[config.mk]
export PLATFORM = sky130hd
export DESIGN_NAME = exc_ctrl_flat
export DESIGN_NICKNAME = d
export VERILOG_FILES = /design/src/rtl/exc_ctrl_if.sv /design/src/rtl/exc_ctrl.sv /design/src/flat_wrapper.sv
export SDC_FILE = /design/constraint.sdc
export NUM_CORES = 1
export LEC_CHECK = 0
export BUFFER_PORTS_ARGS = -buffer_cell sky130_fd_sc_hd__buf_2
export CORE_AREA = 8 8 82 84
export CTS_CLUSTER_DIAMETER = 100
export DETAILED_ROUTE_END_ITERATION = 12
export DIE_AREA = 0 0 90 92
export HOLD_SLACK_MARGIN = 0.12
export PLACE_DENSITY = 0.79
export SETUP_SLACK_MARGIN = 0.02
export SYNTH_ARGS = -nofsm -noshare
export SYNTH_HDL_FRONTEND = slang
export SYNTH_SLANG_ARGS = --single-unit
[constraint.sdc]
create_clock -name cpu_clk_50M -period 2.6 [get_ports cpu_clk_50M]
set_clock_uncertainty 0.2 [all_clocks]
set_input_delay 0.26 -clock cpu_clk_50M [delete_from_list [all_inputs] [get_ports cpu_clk_50M]]
set_output_delay 0.26 -clock cpu_clk_50M [all_outputs]
set_load 0.05 [all_outputs]
[src/rtl/exc_ctrl_if.sv]
// Exception controller bus: MEM-stage instruction info and CP0 state in,
// resolved exception and pipeline control out.
interface exc_ctrl_if;
    logic [5:0]  ext_int_i;
    logic        mem_valid_i;
    logic        mem_stall_i;
    logic [31:0] mem_pc_i;
    logic        mem_in_delay_i;
    logic [31:0] mem_addr_i;
    logic        if_adel_i;
    logic        ri_i;
    logic        ov_i;
    logic        sys_i;
    logic        bp_i;
    logic        eret_i;
    logic        dadel_i;
    logic        dades_i;
    logic [31:0] status_i;
    logic [31:0] cause_i;
    logic [5:0]  int_o;
    logic [4:0]  exccode_o;
    logic [31:0] pc_o;
    logic        in_delay_o;
    logic [31:0] badvaddr_o;
    logic        flush_hold_o;
    logic        mem_kill_o;

    // Pipeline / CP0 side: supplies instruction state, consumes exception results.
    modport master (
        output ext_int_i, mem_valid_i, mem_stall_i, mem_pc_i, mem_in_delay_i, mem_addr_i,
               if_adel_i, ri_i, ov_i, sys_i, bp_i, eret_i, dadel_i, dades_i, status_i, cause_i,
        input  int_o, exccode_o, pc_o, in_delay_o, badvaddr_o, flush_hold_o, mem_kill_o
    );

    // Exception controller side.
    modport slave (
        input  ext_int_i, mem_valid_i, mem_stall_i, mem_pc_i, mem_in_delay_i, mem_addr_i,
               if_adel_i, ri_i, ov_i, sys_i, bp_i, eret_i, dadel_i, dades_i, status_i, cause_i,
        output int_o, exccode_o, pc_o, in_delay_o, badvaddr_o, flush_hold_o, mem_kill_o
    );
endinterface

[src/rtl/exc_ctrl.sv]
// MEM-stage exception controller: resolves exception priority for the committing
// instruction, presents one code to CP0, then holds a flush window while the
// pipeline drains. Also synchronizes the hardware interrupt lines.
module exc_ctrl #(
    parameter int unsigned FLUSH_CYCLES = 2,
    parameter logic [4:0]  EXC_NONE     = 5'h10,
    parameter logic [4:0]  EXC_ERET     = 5'h0e
) (
    input logic     cpu_clk_50M,
    input logic     cpu_rst,
    exc_ctrl_if.slave bus
);

    localparam logic [3:0] FlushInit = 4'(FLUSH_CYCLES - 1);

    typedef enum logic [0:0] {StIdle, StFlush} state_e;

    state_e      state_q, state_d;
    logic [3:0]  cnt_q, cnt_d;
    logic [5:0]  int_meta_q, int_sync_q;
    logic        int_pend;
    logic        commit;
    logic [4:0]  exc_code;
    logic [31:0] exc_bad;

    logic unused_bits;
    assign unused_bits = ^{bus.status_i[31:16], bus.status_i[7:2],
                           bus.cause_i[31:10], bus.cause_i[7:0]};

    // Two-flop synchronizer per interrupt line, no filtering.
    always_ff @(posedge cpu_clk_50M or posedge cpu_rst) begin
        if (cpu_rst) begin
            int_meta_q <= 6'd0;
            int_sync_q <= 6'd0;
        end else begin
            int_meta_q <= bus.ext_int_i;
            int_sync_q <= int_meta_q;
        end
    end

    assign bus.int_o = int_sync_q;

    // Interrupt is pending only when masked-in, globally enabled and not already in EXL.
    assign int_pend = (|(bus.status_i[15:8] & {int_sync_q, bus.cause_i[9:8]}))
                      & bus.status_i[0] & ~bus.status_i[1];

    // Fixed-priority exception resolution and bad-address selection.
    always_comb begin
        exc_code = EXC_NONE;
        exc_bad  = 32'd0;
        if (int_pend) begin
            exc_code = 5'h00;
        end else if (bus.if_adel_i) begin
            exc_code = 5'h04;
            exc_bad  = bus.mem_pc_i;
        end else if (bus.ri_i) begin
            exc_code = 5'h0a;
        end else if (bus.ov_i) begin
            exc_code = 5'h0c;
        end else if (bus.sys_i) begin
            exc_code = 5'h08;
        end else if (bus.bp_i) begin
            exc_code = 5'h09;
        end else if (bus.eret_i) begin
            exc_code = EXC_ERET;
        end else if (bus.dadel_i) begin
            exc_code = 5'h04;
            exc_bad  = bus.mem_addr_i;
        end else if (bus.dades_i) begin
            exc_code = 5'h05;
            exc_bad  = bus.mem_addr_i;
        end
    end

    // Gating with reset keeps the presented code at NONE while reset is held.
    assign commit = bus.mem_valid_i & ~bus.mem_stall_i & ~cpu_rst;

    // State register and flush countdown.
    always_ff @(posedge cpu_clk_50M or posedge cpu_rst) begin
        if (cpu_rst) begin
            state_q <= StIdle;
            cnt_q   <= 4'd0;
        end else begin
            state_q <= state_d;
            cnt_q   <= cnt_d;
        end
    end

    // Next-state and output decode.
    always_comb begin
        state_d          = state_q;
        cnt_d            = cnt_q;
        bus.exccode_o    = EXC_NONE;
        bus.pc_o         = 32'd0;
        bus.in_delay_o   = 1'b0;
        bus.badvaddr_o   = 32'd0;
        bus.flush_hold_o = 1'b0;
        bus.mem_kill_o   = 1'b0;
        unique case (state_q)
            StIdle: begin
                if (commit && (exc_code != EXC_NONE)) begin
                    bus.exccode_o  = exc_code;
                    bus.pc_o       = bus.mem_pc_i;
                    bus.in_delay_o = bus.mem_in_delay_i;
                    bus.badvaddr_o = exc_bad;
                    bus.mem_kill_o = 1'b1;
                    state_d        = StFlush;
                    cnt_d          = FlushInit;
                end
            end
            StFlush: begin
                bus.flush_hold_o = 1'b1;
                if (cnt_q == 4'd0) begin
                    state_d = StIdle;
                end else begin
                    cnt_d = cnt_q - 4'd1;
                end
            end
            default: begin
                state_d = StIdle;
                cnt_d   = 4'd0;
            end
        endcase
    end

endmodule

[src/flat_wrapper.sv]
// flat-port wrapper written by rule: the top's interface ports become plain ports
module exc_ctrl_flat 
#(
    parameter int unsigned FLUSH_CYCLES = 2,
    parameter logic [4:0]  EXC_NONE     = 5'h10,
    parameter logic [4:0]  EXC_ERET     = 5'h0e
)
  (cpu_clk_50M, cpu_rst, bus_ext_int_i, bus_mem_valid_i, bus_mem_stall_i, bus_mem_pc_i, bus_mem_in_delay_i, bus_mem_addr_i, bus_if_adel_i, bus_ri_i, bus_ov_i, bus_sys_i, bus_bp_i, bus_eret_i, bus_dadel_i, bus_dades_i, bus_status_i, bus_cause_i, bus_int_o, bus_exccode_o, bus_pc_o, bus_in_delay_o, bus_badvaddr_o, bus_flush_hold_o, bus_mem_kill_o);
  exc_ctrl_if bus_i ();
  input logic cpu_clk_50M;
  input logic cpu_rst;
  input wire logic [$bits(bus_i.ext_int_i)-1:0] bus_ext_int_i;
  input wire logic [$bits(bus_i.mem_valid_i)-1:0] bus_mem_valid_i;
  input wire logic [$bits(bus_i.mem_stall_i)-1:0] bus_mem_stall_i;
  input wire logic [$bits(bus_i.mem_pc_i)-1:0] bus_mem_pc_i;
  input wire logic [$bits(bus_i.mem_in_delay_i)-1:0] bus_mem_in_delay_i;
  input wire logic [$bits(bus_i.mem_addr_i)-1:0] bus_mem_addr_i;
  input wire logic [$bits(bus_i.if_adel_i)-1:0] bus_if_adel_i;
  input wire logic [$bits(bus_i.ri_i)-1:0] bus_ri_i;
  input wire logic [$bits(bus_i.ov_i)-1:0] bus_ov_i;
  input wire logic [$bits(bus_i.sys_i)-1:0] bus_sys_i;
  input wire logic [$bits(bus_i.bp_i)-1:0] bus_bp_i;
  input wire logic [$bits(bus_i.eret_i)-1:0] bus_eret_i;
  input wire logic [$bits(bus_i.dadel_i)-1:0] bus_dadel_i;
  input wire logic [$bits(bus_i.dades_i)-1:0] bus_dades_i;
  input wire logic [$bits(bus_i.status_i)-1:0] bus_status_i;
  input wire logic [$bits(bus_i.cause_i)-1:0] bus_cause_i;
  output wire logic [$bits(bus_i.int_o)-1:0] bus_int_o;
  output wire logic [$bits(bus_i.exccode_o)-1:0] bus_exccode_o;
  output wire logic [$bits(bus_i.pc_o)-1:0] bus_pc_o;
  output wire logic [$bits(bus_i.in_delay_o)-1:0] bus_in_delay_o;
  output wire logic [$bits(bus_i.badvaddr_o)-1:0] bus_badvaddr_o;
  output wire logic [$bits(bus_i.flush_hold_o)-1:0] bus_flush_hold_o;
  output wire logic [$bits(bus_i.mem_kill_o)-1:0] bus_mem_kill_o;
  assign bus_i.ext_int_i = bus_ext_int_i;
  assign bus_i.mem_valid_i = bus_mem_valid_i;
  assign bus_i.mem_stall_i = bus_mem_stall_i;
  assign bus_i.mem_pc_i = bus_mem_pc_i;
  assign bus_i.mem_in_delay_i = bus_mem_in_delay_i;
  assign bus_i.mem_addr_i = bus_mem_addr_i;
  assign bus_i.if_adel_i = bus_if_adel_i;
  assign bus_i.ri_i = bus_ri_i;
  assign bus_i.ov_i = bus_ov_i;
  assign bus_i.sys_i = bus_sys_i;
  assign bus_i.bp_i = bus_bp_i;
  assign bus_i.eret_i = bus_eret_i;
  assign bus_i.dadel_i = bus_dadel_i;
  assign bus_i.dades_i = bus_dades_i;
  assign bus_i.status_i = bus_status_i;
  assign bus_i.cause_i = bus_cause_i;
  assign bus_int_o = bus_i.int_o;
  assign bus_exccode_o = bus_i.exccode_o;
  assign bus_pc_o = bus_i.pc_o;
  assign bus_in_delay_o = bus_i.in_delay_o;
  assign bus_badvaddr_o = bus_i.badvaddr_o;
  assign bus_flush_hold_o = bus_i.flush_hold_o;
  assign bus_mem_kill_o = bus_i.mem_kill_o;
  exc_ctrl #(.FLUSH_CYCLES(FLUSH_CYCLES), .EXC_NONE(EXC_NONE), .EXC_ERET(EXC_ERET)) u_core (.cpu_clk_50M(cpu_clk_50M), .cpu_rst(cpu_rst), .bus(bus_i));
endmodule
* Yosys cells after proc, flatten, opt, wreduce, memory -nomap -nowiden
Index checks and enable logic that the tools add are counted.
** Storage, ports and cells
- Output and inout port bits :: 78
- Flip-flop bits (word level) :: 17
- Input port bits :: 147
- Logic and storage cells :: 55
** Cells by class
- Bitwise operators :: 9
- Eq/ne operators :: 3
- Multiplexer cells :: 34
- $add $sub $neg :: 1
- Reduce and logical (&&, ||, !) cells :: 4
** Operators with widths (number)
- 32-bit 2-to-1 mux :: 13
- 5-bit 2-to-1 mux :: 11
- 8-bit AND :: 1
- 4-bit 2-to-1 mux :: 2
- 4-bit case mux with 2 select lines :: 1
- 8-bit OR reduction :: 1
- 1-bit 2-to-1 mux :: 6
- 5-bit != test, second input constant :: 1
- 1-bit AND :: 4
- 4-bit logical NOT :: 1
- 1-bit NOT :: 4
- 4-bit by 1-bit subtractor with 4-bit output, second input constant :: 1
- 2-bit by 1-bit != test with 1-bit output, second input constant :: 1
- 2-bit != test, second input constant :: 1
- 1-bit case mux with 2 select lines :: 1
- 2-bit AND reduction :: 1
- 1-bit logical AND :: 1

* Logic depth before layout (Yosys ltp)
- Word-level depth :: 13
- Gate-level depth with buffers :: 7
- Depth with buffers taken out :: 7

* Least setup slack after synthesis
No wires, ideal clock.
- Path kind :: reg2out
- Start :: register u_core.int_sync_q[1], in the netlist u_core.bus.int_o[1]
- End :: output bus_exccode_o[3]
- Buffers on the path :: 0
- Data required time :: 2.140 ns
- Slack :: -0.375 ns
- Stages on the path, launching flop included :: 6
- Data arrival time :: 2.515 ns
- Path through :: dfrtp_1 > a22oi_1 > nand2_1 > o21ai_0 > nand3_2 > a211oi_1
** On the way
- Cells in the longest elaborated chain, start to end :: 9
** RTL lines
- start, declared :: RTL line exc_ctrl.sv:20 : logic [5:0] int_meta_q, int_sync_q;
- start signal, assigned :: RTL line exc_ctrl.sv:37 : int_sync_q <= int_meta_q;
- 8-bit AND (*) :: RTL line exc_ctrl.sv:44 : assign int_pend = (|(bus.status_i[15:8] & {int_sync_q, bus.cause_i[9:8]}))
- 8-bit OR reduction (*) :: RTL line exc_ctrl.sv:44
- 1-bit AND (*) (2 in series) :: RTL line exc_ctrl.sv:45 : & bus.status_i[0] & ~bus.status_i[1];
- 5-bit 2-to-1 mux (*) :: RTL line exc_ctrl.sv:51 : if (int_pend) begin
- 5-bit != test :: RTL line exc_ctrl.sv:101 : if (commit && (exc_code != EXC_NONE)) begin
- 1-bit logical AND :: RTL line exc_ctrl.sv:101
- 5-bit 2-to-1 mux (*) :: RTL line exc_ctrl.sv:101
- 5-bit 2-to-1 mux (*) :: RTL line exc_ctrl.sv:99 : unique case (state_q)
- end, declared :: RTL line flat_wrapper.sv:29 : output wire logic [$bits(bus_i.exccode_o)-1:0] bus_exccode_o;
Mark *: on every way between the ends. The rest lies on a longest branch, timed or not.

* Final worst setup path
- Start :: input bus_sys_i
- End :: output bus_badvaddr_o[1]
** On the way
- Cells in the longest elaborated chain, start to end :: 9
- Elaborated cells on any way between the ends :: 14
- Those cells by class :: eq/ne (1); mux (12); reduce/logical (1)
** RTL lines
- start, declared :: RTL line flat_wrapper.sv:21 : input wire logic [$bits(bus_i.sys_i)-1:0] bus_sys_i;
- 5-bit 2-to-1 mux :: RTL line exc_ctrl.sv:60 : end else if (bus.sys_i) begin
- 5-bit 2-to-1 mux :: RTL line exc_ctrl.sv:58 : end else if (bus.ov_i) begin
- 5-bit 2-to-1 mux :: RTL line exc_ctrl.sv:56 : end else if (bus.ri_i) begin
- 5-bit 2-to-1 mux :: RTL line exc_ctrl.sv:53 : end else if (bus.if_adel_i) begin
- 5-bit 2-to-1 mux :: RTL line exc_ctrl.sv:51
- 5-bit != test :: RTL line exc_ctrl.sv:101
- 1-bit logical AND :: RTL line exc_ctrl.sv:101
- 32-bit 2-to-1 mux (*) :: RTL line exc_ctrl.sv:101
- 32-bit 2-to-1 mux (*) :: RTL line exc_ctrl.sv:99
- end, declared :: RTL line flat_wrapper.sv:32 : output wire logic [$bits(bus_i.badvaddr_o)-1:0] bus_badvaddr_o;
Marked as above.

==> impl_metrics.yaml <==
status:
  status: "finished, final reports clean"
timing:
  slew_violations: 0
  post-route-period-util_pct: 94.50
  fmax_mhz: 407.0
  rsz0062_at_grt: "no"
  finalSetupTns_ns: 0
  worst_slack_ns: 0.1429
  hold_ws_ns: 0.1490
  final-setup-viol-count: 0
  fin_crit_ns: 2.457
  relSlewSlack_pct: 60.98
  finalHoldViolations: 0
  worst_pin_slew_ns: 0.5847
routing:
  first_iter_violations: 77
  wl_per_cell_um: 15.49
  antenna_left: 0
  routed_wl_um: 6614
  drc: 0
  num_vias: 2008
  dr.pass1.iters: 4
  via_per_inst: 4.703
floorplan:
  die-area_sq_mm: 0.008280
  ios: 225
  die_w_um: 90
  initial_core_util_pct: 25.35
  die-height_um: 92
  num_rows: 27
  fp.coreArea_sq_mm: 0.005405
cells_and_area:
  nets: 504
  areaGrowthSynthToFinish_pct: 87.85
  register_area_sq_um: 425.4
  antenna_cells: 0
  final_cell_area_sq_mm: 0.002574
  fillCellCount: 539
  fin_cells: 427
  multiInputGateArea_sq_um: 964.7
  layout-drive-gt1-share_pct: 64.23
  final_util_pct: 47.62
clock_network:
  clk_path_buf_depth: 2
  clkSlewWorstSetupHoldPaths_ns: 0.06
  cts.sinks: 17
  htreeDepth: 1
  clock-root-buffer: "clkbuf_8"
  cts_tree: "built"
  cts_made_buffers: 3
  insertion_delay_ns: 0.24
global_route:
  antenna_found_initial: 0
  grt_max_degree: 36
  grt_use_total_pct: 15.37
  grt_pass1_wl_um: 10690
  grt_pass1_vias: 2139
  grt_overflow: 0
yosys:
  synth_seq_cells: 17
  synth.avg_cell_area_sq_um: 7.697
  yosys-top-cells-count: "nor2_1, a22oi_1, and2_1, dfrtp_1, buf_2"
  yosys.cell_count.top_type: "nor2_1"
  synth_cell_types: 29
  yosysWarnings: 0
  syn_inst: 178
  synthArstFlopShare_pct: 100.0
  netlist.area_leader.share_pct: 31.05
  synth_edf_count: 0
  synth_nets: 326
  seq_area_frac_synth_pct: 31.05
  synth_top_flop_cell: "dfrtp_1"
  syn_area_sq_mm: 0.001370
  synth.largest_area_cell: "dfrtp_1"
  synthTopCellsByArea: "dfrtp_1, a22oi_1, and2_1"
critical_path:
  arrival_ns: 2.00
  cpPeakStageDelay_ns: 0.57
  cp_slowest_cell: "or4_4"
  path_class: "in -> out"
  endpoint_kind: "output pin"
  path_buf_inv: 3
  required_ns: 2.14
  crit_path_frequent_cell: "buf_2"
  path_delay_family: "simple AND/OR/NAND/NOR gates"
  crit_path_cell_trace: "buf_2, or4_4, or3_4, nand3_2, buf_12, nor2_1, buf_2"
  worst_setup_path_start_kind: "primary input"
  crit_path_max_fanout: 34
hold_path:
  hold_class: "reg -> reg"
power:
  power_mw: 1.147
  p_leak_nw: 1.383
  cellPowerDensity_mw_per_mm2: 445.5
  irDropWorstVdd_mv: 0.4629
placement:
  io_buffer_count: 172
  post_dp_cell_area_sq_mm: 0.002456
  dp_cells: 416
  place_ws_ns: 0.1505
  globalplace.congestion: 0.8089
  place_hpwl_um: 5525
run:
  cap_violations: 0
-- final cells by class --
cell class / count / area share (%)
clock buffers: 4 / 1.750
flip-flops and latches: 17 / 16.53
well taps: 72 / 3.500
repair buffers: 186 / 39.86
inverters: 6 / 0.8751
multi-input cells: 142 / 37.48
-- kinds of logic after synthesis --
family	count (synthesis)	share of synthesized area, %
and+or+nand+nor	90	34.70
adders and majority gates	1	0.9131
DFF	17	31.05
AOI/OAI and AO/OA	51	26.94
buffers and inverters	19	6.392
-- layout by cell type (no fill, tap or decap), types with 3 or more instances in the layout --
cell type,count
nor2_2,30
dlygate4sd3_1,7
buf_12,3
a31oi_1,3
buf_4,5
nand2_1,5
nor2_1,8
buf_2,170
and2_1,26
and2_2,7
clkbuf_8,3
nor3_1,5
a22oi_1,36
inv_1,6
dfrtp_1,17
a21oi_1,4
-- power breakdown --
group          internal (mW)  switching (mW)  leakage (nW)
registers              0.316          0.0447         0.199
logic                  0.211           0.390          1.16
clock network          0.108          0.0769        0.0228
total                  0.635           0.512          1.38
-- path summary, 6_finish.rpt --
| kind | startpoint | end | slack [ns] | cells after the start |
|---|---|---|---|---|
| max in group asynchronous | cpu_rst | u_core.bus.int_o[5] | 1.36 | 3 |
| min in group asynchronous | cpu_rst | u_core.int_meta_q[4] | 0.46 | 3 |
| min | u_core.int_meta_q[3] | u_core.bus.int_o[3] | 0.15 | 0 |
| min reg2reg | u_core.int_meta_q[3] | u_core.bus.int_o[3] | 0.15 | 0 |
| max | bus_sys_i | bus_badvaddr_o[1] | 0.14 | 7 |
| max reg2reg | u_core.cnt_q[0] | u_core.cnt_q[0] | 0.83 | 7 |
-- worst register-to-register path: stages (launching register included) --
cell	delay, ns
dfrtp_1	0.40
inv_1	0.07
ha_1	0.16
inv_1	0.06
o31a_1	0.36
a21oi_2	0.14
nand2_2	0.09
o21a_1	0.17
-- registers in the layout, indices dropped and copies added (netlist names) --
signal / cells
u_core.int_meta_q: 6
u_core.bus.int_o: 6
u_core.state_q: 1
u_core.cnt_q: 4
-- layer usage --
metal	wire, um	track usage (%)	vias to the layer above
li1	-	-	980
met2	3554	29.94	102
met5	0	0	-
met3	530	3.830	4
met4	43	3.467	0
met1	2485	16.13	922
-- what timing repair did --
item / 4_1_cts / 5_1_grt
hold buffers: 7 / 0
gates resized for setup: 0 / 2
buffers inserted: 0 / 0
endpoints found under the setup margin: 0 / 30
endpoints found under the hold margin: 23 / 0
(Power assumes the default switching activity.)
